File: src/rtl/i2c_target.sv
// I2C target with a 7-bit address, byte-wide receive/transmit handshakes and
// open-drain SDA control. Bus lines are oversampled on clk through 2-flop synchronizers.
module i2c_target #(
  parameter logic [6:0] TARGET_ADDR = 7'h52
) (
  input  logic       clk,
  input  logic       rst,
  input  logic       scl_in,
  input  logic       sda_in,
  output logic       sda_oe,
  input  logic [7:0] tx_data,
  output logic       tx_load,
  output logic [7:0] rx_data,
  output logic       rx_valid,
  input  logic       ack_en,
  output logic       busy,
  output logic [2:0] state
);

  typedef enum logic [2:0] {
    IDLE     = 3'd0,
    ADDR     = 3'd1,
    ADDR_ACK = 3'd2,
    RX       = 3'd3,
    RX_ACK   = 3'd4,
    TX       = 3'd5,
    TX_ACK   = 3'd6
  } state_t;

  state_t     cur;
  logic [1:0] scl_sync;
  logic [1:0] sda_sync;
  logic       scl_prev;
  logic       sda_prev;
  logic       scl_s;
  logic       sda_s;
  logic       scl_rise;
  logic       scl_fall;
  logic       scl_high;
  logic       start_det;
  logic       stop_det;
  logic [2:0] bit_cnt;
  logic [6:0] shift_reg;
  logic [6:0] tx_shift;
  logic       rw;
  logic       ack_phase;

  // Synchronizers idle high so a bus that is already idle is not seen as an edge.
  always_ff @(posedge clk) begin
    if (rst) begin
      scl_sync <= 2'b11;
      sda_sync <= 2'b11;
      scl_prev <= 1'b1;
      sda_prev <= 1'b1;
    end else begin
      scl_sync <= {scl_sync[0], scl_in};
      sda_sync <= {sda_sync[0], sda_in};
      scl_prev <= scl_sync[1];
      sda_prev <= sda_sync[1];
    end
  end

  assign scl_s    = scl_sync[1];
  assign sda_s    = sda_sync[1];
  assign scl_rise = scl_s & ~scl_prev;
  assign scl_fall = ~scl_s & scl_prev;

  // SCL must be high in both samples, so an SDA change coinciding with an SCL edge is ignored.
  assign scl_high  = scl_s & scl_prev;
  assign start_det = scl_high & sda_prev & ~sda_s;
  assign stop_det  = scl_high & ~sda_prev & sda_s;

  always_ff @(posedge clk) begin
    if (rst) begin
      cur       <= IDLE;
      sda_oe    <= 1'b0;
      tx_load   <= 1'b0;
      rx_valid  <= 1'b0;
      busy      <= 1'b0;
      rx_data   <= 8'h00;
      bit_cnt   <= 3'd0;
      shift_reg <= 7'd0;
      tx_shift  <= 7'd0;
      rw        <= 1'b0;
      ack_phase <= 1'b0;
    end else begin
      tx_load  <= 1'b0;
      rx_valid <= 1'b0;
      if (start_det) begin
        cur       <= ADDR;
        bit_cnt   <= 3'd0;
        sda_oe    <= 1'b0;
        ack_phase <= 1'b0;
      end else if (stop_det) begin
        cur       <= IDLE;
        sda_oe    <= 1'b0;
        busy      <= 1'b0;
        bit_cnt   <= 3'd0;
        ack_phase <= 1'b0;
      end else begin
        case (cur)
          IDLE: begin
            sda_oe <= 1'b0;
          end
          ADDR: begin
            if (scl_rise) begin
              shift_reg <= {shift_reg[5:0], sda_s};
              bit_cnt   <= bit_cnt + 3'd1;
              if (bit_cnt == 3'd7) begin
                if (shift_reg == TARGET_ADDR) begin
                  cur       <= ADDR_ACK;
                  busy      <= 1'b1;
                  rw        <= sda_s;
                  ack_phase <= 1'b0;
                end else begin
                  cur <= IDLE;
                end
              end
            end
          end
          // First fall drives the ACK; the second ends it and starts the data phase.
          ADDR_ACK: begin
            if (scl_fall) begin
              if (!ack_phase) begin
                sda_oe    <= 1'b1;
                ack_phase <= 1'b1;
              end else begin
                ack_phase <= 1'b0;
                bit_cnt   <= 3'd0;
                if (rw) begin
                  tx_load  <= 1'b1;
                  tx_shift <= tx_data[6:0];
                  sda_oe   <= ~tx_data[7];
                  cur      <= TX;
                end else begin
                  sda_oe <= 1'b0;
                  cur    <= RX;
                end
              end
            end
          end
          RX: begin
            if (scl_rise) begin
              shift_reg <= {shift_reg[5:0], sda_s};
              bit_cnt   <= bit_cnt + 3'd1;
              if (bit_cnt == 3'd7) begin
                rx_data   <= {shift_reg, sda_s};
                rx_valid  <= 1'b1;
                cur       <= RX_ACK;
                ack_phase <= 1'b0;
              end
            end
          end
          RX_ACK: begin
            if (scl_fall) begin
              if (!ack_phase) begin
                sda_oe    <= ack_en;
                ack_phase <= 1'b1;
              end else begin
                sda_oe    <= 1'b0;
                ack_phase <= 1'b0;
                bit_cnt   <= 3'd0;
                cur       <= RX;
              end
            end
          end
          // Bit 7 went out on entry; each fall shifts out the next bit, the eighth releases SDA.
          TX: begin
            if (scl_fall) begin
              if (bit_cnt == 3'd7) begin
                sda_oe    <= 1'b0;
                bit_cnt   <= 3'd0;
                ack_phase <= 1'b0;
                cur       <= TX_ACK;
              end else begin
                bit_cnt  <= bit_cnt + 3'd1;
                sda_oe   <= ~tx_shift[6];
                tx_shift <= {tx_shift[5:0], 1'b0};
              end
            end
          end
          // A master NACK ends the read; busy is kept until the master sends STOP.
          TX_ACK: begin
            if (scl_rise) begin
              if (sda_s) begin
                cur    <= IDLE;
                sda_oe <= 1'b0;
              end else begin
                ack_phase <= 1'b1;
              end
            end else if (scl_fall && ack_phase) begin
              ack_phase <= 1'b0;
              bit_cnt   <= 3'd0;
              tx_load   <= 1'b1;
              tx_shift  <= tx_data[6:0];
              sda_oe    <= ~tx_data[7];
              cur       <= TX;
            end
          end
          default: begin
            cur    <= IDLE;
            sda_oe <= 1'b0;
          end
        endcase
      end
    end
  end

  assign state = cur;

endmodule

File: config.mk
export PLATFORM = sky130hd
export DESIGN_NAME = i2c_target
export DESIGN_NICKNAME = d
export VERILOG_FILES = /design/src/rtl/i2c_target.sv
export SDC_FILE = /design/constraint.sdc
export NUM_CORES = 1
export LEC_CHECK = 0
export BUFFER_PORTS_ARGS = -buffer_cell sky130_fd_sc_hd__buf_4
export CAP_MARGIN = 20
export CORE_MARGIN = 1.5
export CORE_UTILIZATION = 50
export CTS_BUF_LIST = sky130_fd_sc_hd__clkbuf_4
export DETAILED_ROUTE_END_ITERATION = 16
export MAX_ROUTING_LAYER = met4
export PLACE_DENSITY = 0.81
export SYNTH_ARGS = -nofsm -noshare
export SYNTH_HDL_FRONTEND = slang
export SYNTH_SLANG_ARGS = --single-unit
File: constraint.sdc
create_clock -name clk -period 5.1 [get_ports clk]
set_clock_uncertainty 0.2 [all_clocks]
set_input_delay 0.51 -clock clk [delete_from_list [all_inputs] [get_ports clk]]
set_output_delay 0.51 -clock clk [all_outputs]
set_load 0.02 [all_outputs]
# Yosys cells after proc, flatten, opt, wreduce, memory -nomap -nowiden
# Cells that the tools add are included.
# classes
reduce_logical,23
mux,69
add_sub_neg,1
n_eq_ne,42
bitwise_logic,19
# op_table
operator,n
$mux 3,21
$mux 7,7
$ne 4x4->1 const B,10
$mux 1,34
$ne 2x2->1 const B,15
$reduce_and 13->1,2
$pmux 3 s7,1
$pmux 7 s3,1
$eq 3x3->1 const B,4
$ne 3x3->1 const B,4
$not 1->1,12
$pmux 3 s4,1
$reduce_and 6->1,2
$ne 5x5->1 const B,2
$pmux 1 s5,2
$reduce_and 10->1,1
$reduce_and 5->1,2
$reduce_and 9->1,1
$reduce_bool 2->1,4
$and 1x1->1,7
$eq 7x7->1 const B,1
$reduce_and 7->1,1
$eq 3x2->1 const B,2
$ne 2x1->1 const B,3
13 further kinds,14
# word_totals
reg_bits,40
out_inout_bits,15

# Depth between registers and ports, before layout
# Gate-level depths: netlist of the first run.
# logic_depth
word_depth,8
depth_mapped,7
depth_no_buf,7

# Least setup slack after synthesis of the first run
# No wires, ideal clock.
# synth_path
path_kind,register -> register
from,register cur[1] (netlist: state[1])
to,register tx_shift[4]
arrival_time_ns,1.813
period_less_slack_ns,2.101
stages_incl_launch_ff,8
path_slack_ns,2.999
required_time_ns,4.812
path_cell_list,dfxtp_1 -> buf_6 -> inv_4 -> o32a_1 -> a2111oi_4 -> buf_6 -> nor2_1 -> a311oi_2
# synth_between
elab_chain_len,3
word_cells_on_any_way,13
cone_classes,eq/ne (10); mux (1); reduce/logical (2)
# synth_lines
item,line,text
"start, declared",30,state_t cur;
"start signal, assigned",75,cur <= IDLE;
"start signal, assigned",90,cur <= ADDR;
"start signal, assigned",95,cur <= IDLE;
$eq 3x3->1 / $eq 3x2->1 (equally long branches),101,case (cur)
$ne 2x2->1 (no source line) / $reduce_bool 3->1 (equally long branches),n/a,
$reduce_and 10->1 (no source line),n/a,
"end signal, assigned",132,tx_shift <= tx_data[6:0];
"end signal, assigned",178,"tx_shift <= {tx_shift[5:0], 1'b0};"
"end signal, assigned",195,tx_shift <= tx_data[6:0];
"end, declared",44,logic [6:0] tx_shift;
# Several ways; a longest one is shown, not always the timed one.
# A chain may end at the register's enable or synchronous reset.

# Worst setup path in the final report of the first run
# layout_path
from,register cur[0] (netlist: state[0])
to,register tx_shift[5]
# Same word-level chain as after synthesis.

==> run_results.csv, run 1 <==
group,metric,value,unit
cts,cts_resized,0,
cts,cts_hold_buffers,0,
die,num_rows,23,
layout,largest_register_ffs,8,
worst_setup_path,worstPathRequired,5170,ps
worst_setup_path,crit_fanout,26,
cts,numCtsBuffers,5,
logic_synthesis,netlist_area,0.002043,mm2
worst_setup_path,worstSetupPathType,"register to register",
cts,cts.sinks,40,
placed_design,place_congestion,0.9530,
logic_synthesis,yosysTopAreaCellShare,39.19,%
drt,vias,1794,
logic_synthesis,yosysSeqAreaShare,39.19,%
placed_design,io_buffers,27,
logic_synthesis,synth_cell_types,52,
drt,dr.pass1.iters,4,
job,maxCapViolCount,0,
cts,cts_tree,"built",
logic_synthesis,netlist_instances,241,
logic_synthesis,synth_largest_area_cell,"dfxtp_1",
logic_synthesis,synth_edf_count,0,
layout,final_cells,309,
layout,drive_gt1_share,20.08,%
die,io_pins,28,
worst_setup_path,end_kind,"register",
placed_design,place_inst,301,
cts,cts_setup_buffers,0,
logic_synthesis,avgSynthCellArea,8.478,um2
sta,finalSetupViolations,0,
logic_synthesis,synthTopCellsByArea,"dfxtp_1, mux2i_1, nor2_1",
sta,worstMarginPinSlew,850.2,ps
layout,antenna_cells,0,
die,start_util,51.45,%
placed_design,dpl.hpwl,3047,um
grt,grt_pass1_wl,7410,um
sta,rsz0062_at_grt,"no",
cts,cts.htree.levels,2,
pwr,irDropWorstVdd,0.1486,mV
cts,clock_latency,350,ps
layout,multi_input_area,0.001124,mm2
grt,antenna_found_initial,0,
die,die_area,0.004479,mm2
sta,maxSlewViolCount,0,
drt,drt-vias-per-instance,5.806,
sta,fin_crit,2895,ps
drt,wl_per_cell,14.42,um
sta,tns,0,ps
cts,clockBufferDepth,2,
sta,post-route-period-util,56.77,%
drt,drtAntennaViolNets,0,
layout,fill_cells,375,
status,status,"finished, final reports clean",
cts,cts-root-buf,"clkbuf_4",
cts,path_clk_slew,120,ps
grt,grt_max_degree,34,
sta,slew_headroom,43.24,%
logic_synthesis,yosys_warnings,0,
sta,fmax,0.3454,GHz
die,core,0.003971,mm2
logic_synthesis,yosysMostFrequentCell,"dfxtp_1",
drt,finalWirelength,4457,um
grt,grt_pass1_vias,1564,
layout,regArea,800.8,um2
pwr,leakage,0.8988,nW
drt,drcViolationCount,0,
logic_synthesis,synth_top_flop_cell,"dfxtp_1",
logic_synthesis,async_flop_share,0,%
logic_synthesis,syn-num-nets,256,
logic_synthesis,ys_ff_latch,40,
logic_synthesis,synth_common_cells,"dfxtp_1, nor2_1, nand2_1, a21oi_1",
die,die_h,66.93,um
grt,grt_overflow,0,
grt,grt_use_total,22.25,%
pwr,pwr_density_cell,244.3,mW/mm2
hold_path,hp-class,"input pin to register",
layout,area_delta_synth_final,12.68,%
drt,drt_iter0_drc,105,
sta,hold_viol_final,0,
layout,num-nets-final,273,
die,die_w,66.93,um
worst_setup_path,cp-start-kind,"register",
worst_setup_path,arrival,2970,ps
[area by class of cell]
cell class	count	share of cell area (%)
Clock buffer	5	1.630
Timing Repair Buffer	28	9.130
Tap cell	50	2.717
Multi-Input combinational cell	177	48.80
Sequential cell	40	34.78
Inverter	6	1.087
Clock inverter	3	1.848
[path summary, 6_finish.rpt]
kind	start	endpoint	slack (ps)	cells past startpoint
max	state[0]	tx_shift[5]	2200	5
min	scl_in	scl_sync[0]	130	2
max reg2reg	state[0]	tx_shift[5]	2200	5
min reg2reg	sda_sync[0]	sda_sync[1]	220	1
[logic make-up (layout without fill, tap and decap cells)]
| group | after synthesis | count (layout) | synth area share, % |
|---|---|---|---|
| AOI/OAI and AO/OA | 56 | 56 | 20.39 |
| xor gates and xnor gates | 1 | 1 | 0.4287 |
| adders and majority gates | 3 | 3 | 1.714 |
| buffers and inverters | 24 | 42 | 5.818 |
| DFF | 40 | 40 | 39.19 |
| muxes | 12 | 12 | 5.879 |
| and+or+nand+nor | 105 | 105 | 26.58 |
[layer usage]
| metal | up-vias | global-route usage, % | part of all wire, % |
|---|---|---|---|
| met5 | - | - | 0 |
| met4 | 0 | 8.418 | 1.7 |
| met3 | 9 | 4.899 | 5.9 |
| met2 | 62 | 33.13 | 47 |
| met1 | 828 | 29.57 | 45 |
| li1 | 895 | - | - |
[metrics by stage]
| stage | utilization [%] | instance area (um2) | worst slack [ps] | hold slack [ps] | power [mW] |
|---|---|---|---|---|---|
| 6_report | 57.97 | 2302 | 2205 | 132.1 | 0.5624 |
| 5_1_grt | 57.97 | 2302 | 1887 | 114.3 | 0.5816 |
| 4_1_cts | 57.97 | 2302 | 2229 | 127.5 | 0.5630 |
| 3_5_place_dp | 55.95 | 2222 | 2249 | 194.8 | 0.3592 |
| 3_3_place_gp | 55.95 | 2222 | 2386 | 196.8 | 0.3590 |
| 2_1_floorplan | - | 2043 | 2999 | 189.5 | 0.3469 |
[worst max-delay path, cell delays in order, from the launching register on]
cell and delay (ps):
dfxtp_1 900, nand3b_2 330, o32a_1 290, a2111oi_4 720, nor2_1 120, a311oi_2 260
[report_power, final]
part	total (mW)	internal [mW]	leakage (nW)	switching, mW
clock	0.210	0.102	0.0428	0.107
combinational	0.0308	0.0145	0.533	0.0163
sequential	0.322	0.315	0.323	0.00681
[cell usage in the layout (no fill, tap or decap), drive strengths merged, types with 2 or more instances in the layout]
cell	instances
a21oi	19
a22oi	3
a311oi	6
buf	28
clkbuf	5
clkinv	2
dfxtp	40
ha	2
inv	6
mux2i	12
nand2	25
nand2b	6
nand3	12
nand3b	3
nand4	2
nor2	26
nor2b	6
nor3	6
nor3b	4
o21a	2
o21ai	7
o22ai	2
o311a	2
o311ai	2
or2	7
No activity file was read; power rests on OpenSTA's default activity.
==> run 2: changes to the inputs <==
- PLACE_DENSITY: 0.81 -> 0.84
- clock period: 5.1 -> 2.4 ns (I/O delays scaled with it)
==> run_results.csv, run 2 (synthesis gave the netlist of run 1 again) <==
group,metric,value,unit
sta,slew_headroom,65.57,%
placed_design,io_buffers,27,
placed_design,place_congestion,0.9534,
cts,cts_hold_buffers,9,
sta,hold_slack,44.57,ps
die,die_w,66.93,um
hold_path,min_path_cells,2,
die,io_pins,28,
drt,wl_per_cell,14.36,um
drt,dr.pass1.iters,4,
layout,fill_cells,342,
cts,numCtsBuffers,5,
layout,area_delta_synth_final,21.86,%
sta,hold_viol_final,0,
drt,finalWirelength,4754,um
hold_path,hp-class,"input pin to register",
die,die_area,0.004479,mm2
cts,cts-root-buf,"clkbuf_4",
worst_setup_path,worstSetupPathType,"register to register",
grt,grt_max_degree,34,
cts,clockBufferDepth,2,
grt,grt_pass1_wl,7990,um
cts,cts.sinks,40,
pwr,irDropWorstVdd,0.5829,mV
sta,tns,0,ps
die,die_h,66.93,um
die,num_rows,23,
job,maxCapViolCount,0,
worst_setup_path,cp-start-kind,"register",
layout,final_cell_mix,"buf_4, dfxtp_1, nor2_1",
sta,worstMarginPinSlew,514.6,ps
cts,clock_latency,370,ps
worst_setup_path,r2r_slack,240,ps
layout,num-nets-final,295,
pwr,power,1.228,mW
drt,drtAntennaViolNets,0,
hold_path,whs_endpoint,"rx_data[2]",
drt,drt_iter0_drc,115,
cts,cts_resized,0,
cts,path_clk_slew,140,ps
layout,largest_register_ffs,8,
drt,drt-vias-per-instance,5.716,
worst_setup_path,worstPathRequired,2490,ps
pwr,leakage,1.002,nW
sta,rsz0062_at_grt,"no",
grt,antenna_found_initial,0,
worst_setup_path,worst_r2r_endpoint,"state[0]",
die,core,0.003971,mm2
cts,cts.htree.levels,2,
worst_setup_path,end_kind,"register",
sta,fmax,0.4626,GHz
sta,finalSetupViolations,0,
grt,grt_overflow,0,
worst_setup_path,r2r_start,"state[1]",
grt,grt_pass1_vias,1704,
layout,layout_commonest_cell,"buf_4",
sta,post-route-period-util,90.08,%
status,status,"finished, final reports clean",
layout,antenna_cells,0,
grt,grt_use_total,24.45,%
pwr,pwr_density_cell,493.1,mW/mm2
drt,vias,1892,
cts,cts_setup_buffers,0,
hold_path,min_from,"rst",
sta,maxSlewViolCount,0,
drt,drcViolationCount,0,
layout,drive_gt1_share,23.13,%
worst_setup_path,rr_worst_depth,6,
placed_design,dpl.hpwl,3309,um
worst_setup_path,arrival,2250,ps
cts,cts_tree,"built",
sta,fin_crit,2162,ps
die,start_util,51.45,%
worst_setup_path,crit_fanout,10,
==> run 2: worst max path at each step <==
stage / from / endpoint / depth (start not counted)
floorplan: state[1] / tx_shift[4] / 7
global placement: state[1] / state[0] / 6
detailed placement: state[1] / state[0] / 6
CTS: state[1] / state[0] / 6
global route: state[1] / state[0] / 6
finish: state[1] / state[0] / 6
==> run 2: where the power goes <==
| part | internal [mW] | total [mW] | leakage (nW) | switching, mW |
|---|---|---|---|---|
| clock network | 0.218 | 0.460 | 0.0428 | 0.242 |
| registers | 0.669 | 0.679 | 0.323 | 0.00966 |
| logic | 0.0446 | 0.0888 | 0.636 | 0.0442 |
==> run 2: layout make-up <==
cell class / count / area (um2) / area share, %
Clock buffer: 5 / 37.54 / 1.508
Clock inverter: 3 / 42.54 / 1.709
Inverter: 6 / 25.02 / 1.005
Multi-Input combinational cell: 177 / 1124 / 45.13
Sequential cell: 40 / 800.8 / 32.16
Tap cell: 50 / 62.56 / 2.513
Timing Repair Buffer: 50 / 397.9 / 15.98
==> run 2: per-stage QoR <==
| step | setup slack, ps | area [um2] | cells | util (%) |
|---|---|---|---|---|
| 2_1_floorplan | 299.2 | 2043 | 241 | - |
| 3_5_place_dp | 288.6 | 2320 | 314 | 58.41 |
| 4_1_cts | 249.3 | 2490 | 331 | 62.70 |
| 6_report | 238.2 | 2490 | 331 | 62.70 |
| 3_3_place_gp | 282.2 | 2320 | 314 | 58.41 |
| 5_1_grt | 53.37 | 2490 | 331 | 62.70 |
==> run 2: worst max-delay path, stage by stage, from the launching register on <==
cell and delay (ps):
dfxtp_1 520, buf_4 230, and3b_1 320, a21boi_0 120, o311ai_0 410, nor3b_1 90
nor3_1 190
==> run 2: per-layer routing <==
metal / vias up / track usage (%) / part of all wire [%]
met5: - / - / 0
met4: 0 / 9.694 / 1.5
met3: 8 / 5.574 / 5.1
met2: 63 / 37.38 / 49
met1: 885 / 31.35 / 45
li1: 936 / - / -
==> run 3: changes to the inputs <==
- CORE_UTILIZATION: 50 -> 30
- PLACE_DENSITY: 0.84 -> 0.59
- SKIP_LAST_GASP: unset -> 1
==> run_results.csv, run 3 (synthesis gave the netlist of run 1 again) <==
group,metric,value,unit
status,status,"finished, final reports clean",
drt,drtAntennaViolNets,0,
drt,drt_iter0_drc,190,
worst_setup_path,end_kind,"register",
cts,cts_resized,0,
sta,fmax,0.4691,GHz
placed_design,io_buffers,27,
worst_setup_path,crit_fanout,14,
die,die_area,0.007315,mm2
grt,grt_max_degree,34,
layout,largest_register_ffs,8,
cts,cts-root-buf,"clkbuf_4",
sta,tns,0,ps
grt,grt_use_total,14.14,%
cts,clock_latency,360,ps
placed_design,preCtsSetupSlack,294.5,ps
worst_setup_path,cp-start-kind,"register",
hold_path,hp-class,"input pin to register",
pwr,leakage,1.001,nW
drt,wl_per_cell,13.41,um
sta,hold_viol_final,0,
cts,cts_hold_buffers,9,
drt,drcViolationCount,0,
placed_design,placed_cell_area,0.002354,mm2
worst_setup_path,worstSetupPathType,"register to register",
layout,final_cell_mix,"buf_4, dfxtp_1, nor2_1",
drt,dr.pass1.iters,4,
cts,cts_setup_buffers,0,
layout,antenna_cells,0,
placed_design,place_congestion,0.8564,
sta,rsz0062_at_grt,"no",
drt,wl_met3,176,um
cts,path_clk_slew,140,ps
drt,highest_layer,"met4",
layout,final_cells,358,
grt,grt_overflow,0,
cts,cts.htree.levels,2,
worst_setup_path,arrival,2200,ps
sta,finalSetupViolations,0,
sta,worstMarginPinSlew,481.0,ps
sta,maxSlewViolCount,0,
die,die_h,85.53,um
layout,fill_cells,669,
drt,drt-vias-per-instance,5.232,
die,io_pins,28,
die,start_util,31.64,%
cts,cts.sinks,40,
grt,grt_pass1_vias,1749,
sta,worst_slack,268.1,ps
drt,finalWirelength,4802,um
layout,layout_commonest_cell,"buf_4",
grt,grt_pass1_wl,8169,um
cts,numCtsBuffers,5,
layout,finish.instance_area,0.002527,mm2
pwr,irDropWorstVdd,0.3253,mV
die,core,0.006459,mm2
sta,fin_crit,2132,ps
layout,drive_gt1_share,23.49,%
layout,area_delta_synth_final,23.70,%
worst_setup_path,worstPathRequired,2470,ps
drt,vias,1873,
drt,wl_met1,2303,um
placed_design,dpl.hpwl,3400,um
drt,routed-wl-met2,2271,um
cts,clockBufferDepth,2,
die,die_w,85.53,um
sta,hold_slack,63.28,ps
placed_design,place_inst,341,
die,num_rows,29,
layout,num-nets-final,295,
pwr,power,1.233,mW
sta,slew_headroom,67.59,%
job,maxCapViolCount,0,
sta,post-route-period-util,88.83,%
pwr,pwr_density_cell,487.8,mW/mm2
grt,antenna_found_initial,0,
cts,cts_tree,"built",
layout,post-route-util,39.13,%
run 3: area by class of cell:
| type | count | area [um2] | share of cell area (%) |
|---|---|---|---|
| Clock inverter | 3 | 46.29 | 1.832 |
| Multi-Input combinational cell | 177 | 1124 | 44.46 |
| Timing Repair Buffer | 50 | 397.9 | 15.74 |
| Clock buffer | 5 | 37.54 | 1.485 |
| Tap cell | 77 | 96.34 | 3.812 |
| Sequential cell | 40 | 800.8 | 31.68 |
| Inverter | 6 | 25.02 | 0.9901 |
run 3: power breakdown:
group	switching, mW	internal, mW
logic	0.0442	0.0446
registers	0.00912	0.669
clock network	0.243	0.223
total	0.296	0.937
run 3: path summary, 6_finish.rpt:
kind          startpoint     endpoint  slack, ps  depth (start not counted)
max             state[0]  tx_shift[5]        270                          5
min reg2reg  scl_sync[0]  scl_sync[1]        220                          1
max reg2reg     state[0]  tx_shift[5]        270                          5
min                  rst   rx_data[3]         60                          2
run 3: critical path, stage by stage (launching register included):
cell and delay [ps]:
dfxtp_1 610, and3b_1 310, a2111oi_4 350, buf_4 250, nor2_1 70, a311oi_2 230
run 3: metal layers:
layer	GRT usage [%]	vias to the layer above
met4	4.985	0
met3	2.984	5
met5	-	-
li1	-	934
met1	18.54	896
met2	21.62	38
